File: src/rtl/sdram_arbiter_rr.sv
// Request-driven arbiter for the single SDRAM controller port: fixed-priority client plus round-robin.
// Optional watchdog (sticky arb_error) is built in when ARB_TIMEOUT_EN is defined.
module sdram_arbiter_rr #(
    parameter int NUM_CLIENTS = 4,
    parameter int ADDR_W      = 22,
    parameter int DATA_W      = 128,
    parameter int BE_W        = DATA_W / 8,
    parameter int PRIO_CLIENT = 0,
    parameter int MAX_BURST   = 8,
    parameter int TIMEOUT_CYC = 1023
) (
    input  logic                             clk,
    input  logic                             reset_n,
    input  logic [NUM_CLIENTS-1:0]           req_rd,
    input  logic [NUM_CLIENTS-1:0]           req_wr,
    input  logic [NUM_CLIENTS*ADDR_W-1:0]    req_addr,
    input  logic [NUM_CLIENTS*DATA_W-1:0]    req_wrdata,
    input  logic [NUM_CLIENTS*BE_W-1:0]      req_be,
    output logic [NUM_CLIENTS-1:0]           client_ac,
    output logic [NUM_CLIENTS-1:0]           client_wait,
    output logic [DATA_W-1:0]                client_rddata,
    output logic                             grant_valid,
    output logic [$clog2(NUM_CLIENTS)-1:0]   grant_id,
    output logic [ADDR_W-1:0]                ar_addr,
    output logic [BE_W-1:0]                  ar_be,
    output logic                             ar_read,
    output logic                             ar_write,
    output logic [DATA_W-1:0]                ar_wrdata,
    input  logic [DATA_W-1:0]                ar_rddata,
    input  logic                             ar_ac,
    output logic                             arb_error
);

    localparam int ID_W = $clog2(NUM_CLIENTS);

    typedef enum logic [1:0] {
        S_IDLE,
        S_ISSUE,
        S_RELEASE
    } state_e;

    state_e            state_q, state_d;
    logic [ID_W-1:0]   grant_id_q, grant_id_d;
    logic              grant_valid_q, grant_valid_d;
    logic [ID_W-1:0]   last_grant_q, last_grant_d;
    logic [7:0]        burst_cnt_q, burst_cnt_d;

    logic [NUM_CLIENTS-1:0] req_any;
    logic [NUM_CLIENTS-1:0] arb_req;
    logic [ID_W:0]          win;
    logic                   preempt;
    logic                   timeout_hit;

    logic [ADDR_W-1:0] addr_arr   [NUM_CLIENTS];
    logic [DATA_W-1:0] wrdata_arr [NUM_CLIENTS];
    logic [BE_W-1:0]   be_arr     [NUM_CLIENTS];

    for (genvar i = 0; i < NUM_CLIENTS; i++) begin : g_unpack
        assign addr_arr[i]   = req_addr[i*ADDR_W +: ADDR_W];
        assign wrdata_arr[i] = req_wrdata[i*DATA_W +: DATA_W];
        assign be_arr[i]     = req_be[i*BE_W +: BE_W];
    end

    // Returns {found, index}: priority client first, else nearest requester after 'last'.
    function automatic logic [ID_W:0] arbitrate(input logic [NUM_CLIENTS-1:0] reqs,
                                                input logic [ID_W-1:0]        last);
        logic [ID_W:0] result;
        int            idx;
        result = '0;
        if (reqs[PRIO_CLIENT]) begin
            result = {1'b1, ID_W'(PRIO_CLIENT)};
        end else begin
            for (int k = NUM_CLIENTS; k >= 1; k--) begin
                idx = int'(last) + k;
                if (idx >= NUM_CLIENTS) idx -= NUM_CLIENTS;
                if (idx != PRIO_CLIENT && reqs[ID_W'(idx)]) result = {1'b1, ID_W'(idx)};
            end
        end
        return result;
    endfunction

`ifdef ARB_TIMEOUT_EN
    localparam int TIMER_W = $clog2(TIMEOUT_CYC + 1);

    logic [TIMER_W-1:0] timer_q, timer_d;
    logic               excl_q, excl_d;
    logic               arb_error_q, arb_error_d;

    assign timeout_hit = (timer_q == TIMER_W'(TIMEOUT_CYC - 1));
    assign arb_error   = arb_error_q;

    always_comb begin
        timer_d     = '0;
        excl_d      = 1'b0;
        arb_error_d = arb_error_q;
        if (state_q == S_ISSUE && !ar_ac) begin
            if (timeout_hit) begin
                excl_d      = 1'b1;
                arb_error_d = 1'b1;
            end else begin
                timer_d = timer_q + TIMER_W'(1);
            end
        end
    end

    always_ff @(posedge clk or negedge reset_n) begin
        if (!reset_n) begin
            timer_q     <= '0;
            excl_q      <= 1'b0;
            arb_error_q <= 1'b0;
        end else begin
            timer_q     <= timer_d;
            excl_q      <= excl_d;
            arb_error_q <= arb_error_d;
        end
    end
`else
    assign timeout_hit = 1'b0;
    assign arb_error   = 1'b0;
`endif

    assign req_any       = req_rd | req_wr;
    assign client_rddata = ar_rddata;
    assign grant_valid   = grant_valid_q;
    assign grant_id      = grant_id_q;

    always_comb begin
        arb_req = req_any;
`ifdef ARB_TIMEOUT_EN
        // After a watchdog expiry the stalled client sits out exactly one decision.
        if (excl_q) arb_req[grant_id_q] = 1'b0;
`endif
    end

    assign win     = arbitrate(arb_req, last_grant_q);
    assign preempt = req_any[PRIO_CLIENT] && (grant_id_q != ID_W'(PRIO_CLIENT));

    // NOTE: every combinational output gets a default first, so no path can infer a latch.
    always_comb begin
        state_d       = state_q;
        grant_id_d    = grant_id_q;
        grant_valid_d = grant_valid_q;
        last_grant_d  = last_grant_q;
        burst_cnt_d   = burst_cnt_q;
        client_wait   = '1;
        client_ac     = '0;
        ar_read       = 1'b0;
        ar_write      = 1'b0;
        ar_addr       = '0;
        ar_be         = '1;
        ar_wrdata     = '0;

        case (state_q)
            S_IDLE: begin
                if (win[ID_W]) begin
                    grant_id_d    = win[ID_W-1:0];
                    grant_valid_d = 1'b1;
                    burst_cnt_d   = '0;
                    state_d       = S_ISSUE;
                end
            end

            S_ISSUE: begin
                client_wait[grant_id_q] = 1'b0;
                ar_addr   = addr_arr[grant_id_q];
                ar_wrdata = wrdata_arr[grant_id_q];
                // A simultaneous read stays pending until the write has completed.
                if (req_wr[grant_id_q]) begin
                    ar_write = 1'b1;
                    ar_be    = be_arr[grant_id_q];
                end else begin
                    ar_read = req_rd[grant_id_q];
                end
                if (ar_ac) begin
                    client_ac[grant_id_q] = 1'b1;
                    burst_cnt_d  = burst_cnt_q + 8'd1;
                    last_grant_d = grant_id_q;
                    state_d      = S_RELEASE;
                end else if (timeout_hit) begin
                    last_grant_d = grant_id_q;
                    state_d      = S_RELEASE;
                end
            end

            S_RELEASE: begin
                client_wait[grant_id_q] = 1'b0;
`ifdef ARB_TIMEOUT_EN
                if (!excl_q && !preempt && req_any[grant_id_q] && burst_cnt_q < 8'(MAX_BURST)) begin
`else
                if (!preempt && req_any[grant_id_q] && burst_cnt_q < 8'(MAX_BURST)) begin
`endif
                    state_d = S_ISSUE;
                end else if (win[ID_W]) begin
                    grant_id_d  = win[ID_W-1:0];
                    burst_cnt_d = '0;
                    state_d     = S_ISSUE;
                end else begin
                    grant_valid_d = 1'b0;
                    state_d       = S_IDLE;
                end
            end

            default: state_d = S_IDLE;
        endcase
    end

    // NOTE: state registers use non-blocking assignments so every flop samples pre-edge values.
    always_ff @(posedge clk or negedge reset_n) begin
        if (!reset_n) begin
            state_q       <= S_IDLE;
            grant_id_q    <= '0;
            grant_valid_q <= 1'b0;
            last_grant_q  <= ID_W'(NUM_CLIENTS - 1);
            burst_cnt_q   <= '0;
        end else begin
            state_q       <= state_d;
            grant_id_q    <= grant_id_d;
            grant_valid_q <= grant_valid_d;
            last_grant_q  <= last_grant_d;
            burst_cnt_q   <= burst_cnt_d;
        end
    end

endmodule

File: config.mk
export PLATFORM = sky130hd
export DESIGN_NAME = sdram_arbiter_rr
export DESIGN_NICKNAME = d
export VERILOG_FILES = /design/src/rtl/sdram_arbiter_rr.sv
export SDC_FILE = /design/constraint.sdc
export NUM_CORES = 1
export LEC_CHECK = 0
export BUFFER_PORTS_ARGS = -buffer_cell sky130_fd_sc_hd__buf_2
export CAP_MARGIN = 0
export CORE_AREA = 2 2 434 436
export DETAILED_ROUTE_END_ITERATION = 10
export DIE_AREA = 0 0 436 438
export PLACE_DENSITY = 0.3
export SLEW_MARGIN = 20
export SYNTH_ARGS = -nofsm -noshare
export SYNTH_HDL_FRONTEND = slang
export SYNTH_SLANG_ARGS = --single-unit
export TNS_END_PERCENT = 10
File: constraint.sdc
create_clock -name clk -period 2.7 [get_ports clk]
set_clock_uncertainty 0.15 [all_clocks]
set_input_delay 0.27 -clock clk [delete_from_list [all_inputs] [get_ports clk]]
set_output_delay 0.27 -clock clk [all_outputs]
set_load 0.05 [all_outputs]
### Word-level counts from Yosys, hierarchy flattened

Cells that the tools add are included.
W data, S select, Z words.

| storage, ports and cells | value |
|---|---|
| flip-flop bits (word level) | 15 |
| latch bits | 0 |
| bits in writable memories | 0 |
| memory bits (read-only) | 0 |
| input port bits | 803 |
| output and inout port bits | 308 |
| word-level logic and storage cells | 127 |
| memories kept | 0 |

| operators by class | value |
|---|---|
| add/sub/neg operators | 9 |
| $mul | 0 |
| div/mod/pow operators | 0 |
| order comparisons | 12 |
| equal/unequal tests | 6 |
| shift-type cells | 0 |
| multiplexer cells | 69 |
| bitwise gates (word level) | 3 |
| reductions and logical operators | 23 |

Operators by type and width:

| kind | number |
|---|---|
| $mux W128 | 3 |
| $bmux W128 S2 | 1 |
| $mux W32 | 8 |
| $reduce_bool A32 Y1 | 4 |
| $mux W22 | 3 |
| $mux W16 | 4 |
| $bmux W22 S2 | 1 |
| $bmux W16 S2 | 1 |
| $mux W8 | 3 |
| $pmux W8 S3 | 1 |
| $mux W1 | 21 |
| $lt A2 B4 Y1 const B | 4 |
| $mux W3 | 5 |
| $bmux W1 S2 | 7 |
| $ge A3 B3 Y1 const B | 4 |
| $mux W4 | 3 |
| $sub A3 B3 Y4 const B | 3 |
| $add A8 B1 Y8 const B | 1 |
| $logic_and A1 B1 Y1 | 8 |
| $lt A8 B4 Y1 const B | 1 |
| $mux W2 | 4 |
| $ne A2 B2 Y1 const B | 4 |
| $add A2 B2 Y3 const B | 2 |
| $pmux W2 S3 | 1 |
| other kinds (22) | 25 |

### Depth between registers and ports, before layout

Gate-level depths: netlist (run 1).

| depth | value |
|---|---|
| depth after elaboration | 16 |
| mapped depth | 9 |

### Least setup slack after synthesis (run 1)

OpenSTA, ideal clock, no wires.

| path | value |
|---|---|
| path type | register -> output |
| from | register grant_id_q[0], in the netlist grant_id[0] |
| to | output port client_ac[1] |
| arrival | 3018 ps |
| data required time | 2280 ps |
| setup slack | -738 ps |
| stages on the path, launching flop included | 6 |
| buffers on the path | 4 |
| path through | dfrtp_1 -> clkbuf_1 -> buf_2 -> buf_2 -> clkbuf_1 -> nor3b_1 |

| on the way | value |
|---|---|
| longest elaborated chain between the ends | 6 |
| elaborated cells between the ends (all ways) | 7 |
| classes of those cells | 2 x order compare; 4 x mux; 1 x reduce/logical |

Ends and longest elaborated chain:

| what | line | source |
|---|---|---|
| from (decl) | 43 | `logic [ID_W-1:0] grant_id_q, grant_id_d;` |
| from (signal assigned) | 217 | `grant_id_q <= grant_id_d;` |
| $lt A2 B3 Y1 (not written as such) / $ge A2 B1 Y1 (equally long branches) | 175 | `client_ac[grant_id_q] = 1'b1;` |
| $logic_and A1 B1 Y1 (not written as such) | 175 |  |
| $mux W1 (not written as such) | 175 |  |
| $demux W1 S2 * | 175 |  |
| $mux W4 * | 174 | `if (ar_ac) begin` |
| $mux W4 * | 153 | `case (state_q)` |
| to (decl) | 19 | `output logic [NUM_CLIENTS-1:0] client_ac,` |

Every way passes the cells marked *; elsewhere a longest branch is shown, timed or not.

### Final worst setup path (run 1)

| path | value |
|---|---|
| from | register grant_id_q[0], in the netlist grant_id[0] |
| to | output port ar_wrdata[2] |

| on the way | value |
|---|---|
| longest elaborated chain between the ends | 5 |

Ends and longest elaborated chain:

| what | line | source |
|---|---|---|
| $not A2 Y3 (not written as such) | 166 | `ar_wrdata = wrdata_arr[grant_id_q];` |
| $bmux W128 S2 | 166 |  |
| $mux W128 (not written as such) (2 in series) | 166 |  |
| $mux W128 | 153 |  |
| to (decl) | 28 | `output logic [DATA_W-1:0] ar_wrdata,` |

No other way between the ends. The select of a mux whose other input is x is not followed.

==> results of run 1 <==
## sequential cells by signal, indices dropped and copies added, names as in the netlist
| signal | flops |
|---|---|
| burst_cnt_q | 8 |
| grant_id | 2 |
| grant_valid | 1 |
| last_grant_q | 2 |
| state_q | 2 |
## routing by layer
metal  track usage, %  vias to the layer above  part of all wire [%]
met5                0                        -                  0.65
met4            1.194                      108                   2.2
met3            7.156                      297                    17
met2            17.07                      891                    46
met1            11.62                     4864                    35
li1                 -                     4010                     -
## worst min-delay path: cells and delay by family
family | cells | cell delay (ns)
AO/OA/AOI/OAI | 2 | 0.27
buffers and inverters | 1 | 0.11
## cell families (layout without fill, tap and decap cells)
| logic type | count (synthesis) | count (layout) | share of synthesized area, % |
|---|---|---|---|
| buf+inv | 195 | 916 | 16.83 |
| other cells | 1 | 72 | 0.05095 |
| simple gates | 232 | 232 | 19.97 |
| mux | 172 | 172 | 52.01 |
| compound gates | 47 | 47 | 4.470 |
| fa+ha+maj | 9 | 9 | 1.530 |
| flops | 15 | 15 | 5.133 |
## power by group
| part | switching [W] | total, W | internal [W] |
|---|---|---|---|
| Sequential | 0.0000640 | 0.000350 | 0.000286 |
| Combinational | 0.00754 | 0.0113 | 0.00376 |
| Clock | 0.000119 | 0.000319 | 0.000201 |
## final cells by class
class | instances | area [µm²] | area share, %
clock buffers | 3 | 75.07 | 0.5105
clock inverters | 1 | 7.507 | 0.05105
repair buffers | 906 | 5099 | 34.67
inverters | 6 | 22.52 | 0.1531
well taps | 2495 | 3122 | 21.23
flip-flops and latches | 15 | 385.4 | 2.620
diodes | 71 | 177.7 | 1.208
multi-input cells | 461 | 5818 | 39.56
## final timing paths
path,start,end,slack (ns),cells after the start
worst max register to register,last_grant_q[0],burst_cnt_q[6],0.09,7
min in group asynchronous,reset_n,state_q[1],0.43,2
worst min-delay path,ar_ac,state_q[1],0.27,3
worst min register to register,burst_cnt_q[0],burst_cnt_q[0],0.36,1
worst max-delay path,grant_id[0],ar_wrdata[2],0.03,5
max in group asynchronous,reset_n,grant_id[1],1.62,2
## cells in the mapped netlist (2+ instances only)
cell and count:
mux2_2 4, nor2_1 7, o21ai_0 5, or2_2 4
nand2b_1 2, o41ai_1 2, a21oi_1 2, o31ai_1 10
o21ai_1 7, inv_1 5, nand3b_1 3, and2_1 155
buf_4 129, o21a_1 2, buf_2 18, a211oi_1 2
mux4_2 168, clkbuf_1 41, dfrtp_1 13, nor3_1 8
a21o_1 2, a31oi_1 2, ha_1 9, nand3_1 3
or2_1 16, nor2b_1 3, a21boi_1 2, or4_1 2
dfstp_2 2, nand2_1 11, nor3b_1 5
## per-stage QoR
step	TNS, ns	utilization, %
3_5_place_dp	0	7.664
5_1_grt	-0.3929	7.806
6_report	0	7.881
4_1_cts	-0.07543	7.765
3_3_place_gp	0	7.664
2_1_floorplan	-0.5482	-
## repair_timing
item | CTS | global route
hold buffers | 1 | 0
setup endpoints to repair | 46 | 51
endpoints found under the hold margin | 13 | 0
resized for setup | 31 | 12
==> impl_results.md, run 1 <==
- Core Footprint: 186600 µm²
- CTS tree: yes
- Most common flop cell mapped by yosys: dfrtp_1
- Run status: finished with violations
- Crit-path leading delay family: buffers and inverters
- Final setup viols: 0
- Mean post-synth cell area: approximately 11 µm²
- Num rows: between 150 and 200
- CTS Buffer Depth: 2
- Clock root buffer: clkbuf_16
- GP Congestion: approximately 0.9
- Hold Path Class: primary input to register
- 1st-iter DRT viols: 860
- # fillers: between 20000 and 25000
- Crit-path max FO: 24
- Post-DP Area: 14300 µm²
- Final net count: between 2000 and 2500
- Seq/Total Area, Yosys: around 5%
- Via Count: between 10000 and 15000
- CP arrival: ~2.3 ns
- Post-Place Setup Slack: slightly above 0.09 ns
- Slowest CP cell: mux4_2
- CTS sink cnt: 15
- Layout cells sized above 1: 79.89%
- Synth warnings: 0
- Unique masters post-synth: 58
- Post-route DRC: 0
- Pins Over Slew Limit: 0
- Most frequent cells in the layout: buf_2 (824), mux4_2 (168), and2_1 (149)
- Worst setup SP type: register
- Post-synth EDFFs: 0
- Worst EP required: about 2.3 ns
- Synth top area cells: mux4_2 (51%), and2_1 (13%), buf_4 (13%), dfrtp_1 (4.4%), clkbuf_1 (2.1%)
- Die width: between 400 and 500 µm
- Initial core utilization: 3.945%
- Clk pin slew, worst setup/hold paths: roughly 0.060 ns
- Fin area: between 10000 and 15000 µm²
- Final period utilization: 98.91%
- Syn Nets: about 1500
- CTS buffer count: 3
- Post-Route WL: ~110000 µm
- Area leader, netlist: mux4_2
- Avg Vias per Cell: roughly 2.6
- Initial antenna violation count: 218
- Pwr dens: 813.7 nW/µm²
- Max Cap Viol: 0
- Kind of critical path: register to primary output
- CP max stage delay: ~0.56 ns
- Worst vdd ir: 0.0003585 V
- CP endpoint kind: primary output
- Clk Latency, worst-skew pair: roughly 0.26 ns
- RSZ-0062 raised after global routing: yes
- Largest net degree at the start of global routing: ~50
- Pwr Total: around 0.012 W
- Cell Area, Synth: ~7400 µm²
- Minimum clock period: roughly 2.7 ns
- LEAKAGE: 5.820 nW
- Vias in the first global route: about 9500
- Final setup margin: between 0.02 and 0.03 ns
- Hold Slack: 0.2721 ns
- Failing checks: antenna rules
- H-tree depth: 1
- Fin. Hold Viols: 0
- GR Util All Layers: 10.52%
- CP Buf/Inv Count: 3
- Cells along the critical path: buf_16, buf_6, mux4_2, and2_1, buf_2
- # Post-CTS Setup Buffers: 0
- Yosys reg bits: 15
- Ports: approximately 1100
- Drt first pass iters: 5
- Post-route insts no fill: approximately 4000
- Ys async rst share: 100.0%
- I/O Buffers: between 800 and 900
- WL/cell: about 27 µm
- Die Y: between 400 and 500 µm
- Final ANT Viol Nets: 1
- F_max: between 0.3 and 0.4 GHz
- Syn Inst Count: approximately 670
- First-pass GRT wire length: roughly 130000 µm
- Placed insts: approximately 3900
- HPWL Detailed: approximately 100000 µm
- Grt ovf: 0
- Commonest non-fill, non-tap cell in the layout: buf_2
- Yosys top cell area share: about half
- Die Area: roughly 190000 µm²
- Synth-to-layout area growth: 99.80%
No activity file was read; power rests on OpenSTA's default activity.
==> inputs of run 2 (changes only) <==
--- a/config.mk
+++ b/config.mk
@@ -5,11 +5,12 @@
 export SDC_FILE = /design/constraint.sdc
 export NUM_CORES = 1
 export LEC_CHECK = 0
+export ABC_AREA = 1
 export BUFFER_PORTS_ARGS = -buffer_cell sky130_fd_sc_hd__buf_2
 export CAP_MARGIN = 0
-export CORE_AREA = 2 2 434 436
+export CORE_AREA = 2 2 430 432
 export DETAILED_ROUTE_END_ITERATION = 10
-export DIE_AREA = 0 0 436 438
+export DIE_AREA = 0 0 432 434
 export PLACE_DENSITY = 0.3
 export SLEW_MARGIN = 20
 export SYNTH_ARGS = -nofsm -noshare
==> impl_results.md, run 2 <==
- Run status: completed (was finished with violations)
- Worst vdd ir: 0.0003200 V (was 0.0003585 V)
- Yosys top cell area share: 40.96% (was 51.40%)
- List of most frequent post-synthesis cells: a22oi_1 (333), a21oi_1 (153), buf_4 (129) (was mux4_2 (168), and2_1 (155), buf_4 (129))
- First-pass GRT wire length: 142400 µm (was 126000 µm)
- Worst EP required: 2.28 ns (about the same)
- Compound-Gate Fraction of Synth Area: 55.86% (was 4.471%)
- Syn Nets: 1747 (was 1483)
- Most common cell in the synthesized netlist: a22oi_1 (was mux4_2)
- Most common flop cell mapped by yosys: dfrtp_1 (unchanged)
- Post-Place Setup Slack: -0.3028 ns (was 0.09292 ns)
- Drt first pass iters: 5 (unchanged)
- Clk Latency, worst-skew pair: 0.25 ns (was 0.26 ns)
- H-tree depth: 1 (unchanged)
- GR Util All Layers: 12.18% (was 10.52%)
- Grt ovf: 0 (unchanged)
- Yosys reg bits: 15 (unchanged)
- Post-synthesis xor/xnor area fraction: 0.1435% (was 0%)
- Post-synthesis mux area share: 0% (was 52.01%)
- Area leader, netlist: a22oi_1 (was mux4_2)
- Crit-path max FO: 28 (was 24)
- Most flops, register: burst_cnt_q (unchanged)
- Post-synth EDFFs: 0 (unchanged)
- Die Y: 434 µm (was 438 µm)
- Vias in the first global route: 10714 (was 9537)
- Post-Synth Adder-Cell Area: 1.845% (was 1.530%)
- WL/cell: 29.88 µm (was 26.90 µm)
- Final net count: 2465 (was 2205)
- Worst setup SP type: register (unchanged)
- Final setup margin: 0.02643 ns (was 0.02956 ns)
- Post-route DRC: 0 (unchanged)
- Final period utilization: 99.02% (was 98.91%)
- Mean post-synth cell area: 6.528 µm² (was 10.97 µm²)
- Via Count: 11791 (was 10170)
- Met3 usage: 7.180% (was 7.156%)
- Final ANT Viol Nets: 0 (was 1)
- Slew HR: between 50% and 60%
- Avg Vias per Cell: 2.899 (was 2.569)
- Max Cap Viol: 0 (unchanged)
- Met2 usage: 20.03% (was 17.07%)
- Register area: 380.4 µm² (was 385.4 µm²)
- Unique masters post-synth: 34 (was 58)
- Core Footprint: 182500 µm² (was 186600 µm²)
- Most frequent cells in the layout: buf_2 (777), a22oi_1 (314), a21oi_1 (131) (was buf_2 (824), mux4_2 (168), and2_1 (149))
- Layout cells sized above 1: 61.38% (was 79.89%)
- Ys async rst share: 100.0% (unchanged)
- Fin area: 14310 µm² (was 14710 µm²)
- Largest net degree at the start of global routing: 44 (was 49)
- CTS sink cnt: 15 (unchanged)
- Fin. Hold Viols: 0 (unchanged)
- HPWL Detailed: 112400 µm (was 100000 µm)
- Hold Path Class: primary input to register (unchanged)
- Synth warnings: 0 (unchanged)
- Seq/Total Area, Yosys: 6.191% (was 5.133%)
- F_max: 0.3740 GHz (was 0.3745 GHz)
- Post-DP Area: 13950 µm² (was 14300 µm²)
- CTS Buffer Depth: 2 (unchanged)
- Num rows: 157 (was 159)
- CTS tree: yes (unchanged)
- # fillers: 21576 (was 22050)
- CTS buffer count: 3 (unchanged)
- Clock root buffer: clkbuf_16 (unchanged)
- Syn Inst Count: 935 (was 671)
- Synth top area cells: a22oi_1 (41%), buf_4 (16%), a21oi_1 (13%), dfrtp_1 (5.3%), nand2_1 (4.9%) (was mux4_2 (51%), and2_1 (13%), buf_4 (13%), dfrtp_1 (4.4%), clkbuf_1 (2.1%))
- Synth-to-layout area growth: 134.4% (was 99.80%)
- Initial core utilization: 3.344% (was 3.945%)
- Cell Area, Synth: 6103 µm² (was 7361 µm²)
- Pins Over Slew Limit: 0 (unchanged)
- CP endpoint kind: primary output (unchanged)
- Die width: 432 µm (was 436 µm)
- Ports: 1111 (unchanged)
- Max reg flops: 8 (unchanged)
- Die Area: 187500 µm² (was 191000 µm²)
- CP arrival: 2.25 ns (about the same)
- Clk pin slew, worst setup/hold paths: 0.05 ns (was 0.06 ns)
- GP Congestion: 0.8390 (was 0.8847)
- Kind of critical path: register to primary output (unchanged)
- 1st-iter DRT viols: 923 (was 860)
- Commonest non-fill, non-tap cell in the layout: buf_2 (unchanged)
- Post-Route WL: 121500 µm (was 106500 µm)
- Multi-input gate area: 4404 µm² (was 5818 µm²)
- Pwr dens: 1091 nW/µm² (was 813.7 nW/µm²)
- Post-synthesis simple-gate area fraction: 11.01% (was 19.97%)
- Global routing's busiest layer: met2 (unchanged)
- Initial antenna violation count: 224 (was 218)
- Slew at the pin closest to its max-slew limit: between 0.6 and 0.7 ns
- I/O Buffers: 853 (unchanged)
- RSZ-0062 raised after global routing: yes (unchanged)
- LEAKAGE: 5.753 nW (was 5.820 nW)
- Final setup viols: 0 (unchanged)
- Minimum clock period: 2.674 ns (was 2.670 ns)
- Grt met1 use: 13.88% (was 11.62%)
- Main combinational cell family by area after synthesis: compound AO/OA/AOI/OAI gates (was multiplexers)
-- run 2: changes by cell type in the layout (fill, tap and decap cells not counted), moves of 15 or more --
cell / before / now
diode_2: 71 / 30
mux4_2: 168 / 0
nand2_1: 11 / 77
and2_1: 149 / 0
inv_1: 5 / 28
nand3_1: 3 / 27
or2_1: 15 / 0
a21oi_2: 0 / 23
a21oi_1: 2 / 131
a22oi_2: 0 / 19
buf_2: 824 / 777
a22oi_1: 0 / 314
buf_12: 22 / 89
-- run 2: area by class of cell --
class	instances	share of cell area (%)
diodes	30	0.5247
clock buffers	4	0.5509
inverters	34	1.049
multi-input cells	665	30.78
flip-flops and latches	15	2.659
well taps	2385	20.86
repair buffers	934	43.58
-- run 2: final timing paths --
| path | from | endpoint | slack (ns) | cells after the start |
|---|---|---|---|---|
| min reg2reg | grant_valid | grant_valid | 0.32 | 2 |
| min | ar_ac | last_grant_q[1] | 0.31 | 4 |
| max reg2reg | last_grant_q[0] | burst_cnt_q[0] | 0.34 | 11 |
| max in group asynchronous | reset_n | last_grant_q[1] | 1.64 | 2 |
| min in group asynchronous | reset_n | burst_cnt_q[1] | 0.44 | 2 |
| max | grant_id[1] | ar_be[0] | 0.03 | 6 |
-- run 2: layer usage --
layer	vias to the layer above	wire, µm
met5	-	1022
li1	4920	-
met4	166	2708
met2	872	56360
met1	5440	44710
met3	393	16720
-- run 2: through the flow --
| step | cells | hold slack [ns] | util, % | setup TNS (ns) | total power [W] |
|---|---|---|---|---|---|
| after floorplan | 935 | -0.1756 | - | -15.52 | 0.008691 |
| after global placement | 4029 | 0.07710 | 7.639 | -1.129 | 0.01542 |
| after detailed placement | 4031 | 0.07424 | 7.647 | -1.012 | 0.01540 |
| after CTS | 4037 | 0.3215 | 7.774 | -0.01008 | 0.01589 |
| after global routing | 4048 | 0.3384 | 7.814 | -0.02131 | 0.01643 |
| final | 4067 | 0.3139 | 7.840 | 0 | 0.01561 |
-- run 2: repair_timing --
item,CTS,global route
pin swaps,2,0
gates resized for setup,31,13
hold buffers,1,0
setup buffers,1,0
gates cloned,0,0
setup endpoints to repair,66,12
endpoints found under the hold margin,13,0
-- run 2: cell families after synthesis --
kind of cell,Yosys count
buf+inv,255
simple gates,148
flops,15
fa+ha+maj,9
xor+xnor,1
compound gates,506
other cells,1
-- run 2: power breakdown --
group / internal [W] / total, W / switching [W]
combinational: 0.00483 / 0.0149 / 0.0101
clock: 0.000201 / 0.000299 / 0.0000986
sequential: 0.000301 / 0.000408 / 0.000107
-- run 2: worst max-delay path: stages, from the launching register on --
cell and delay [ns]:
dfrtp_2 0.49, nor2_4 0.08, buf_12 0.17, buf_12 0.18
a22oi_2 0.58, nand3_2 0.18, buf_4 0.24
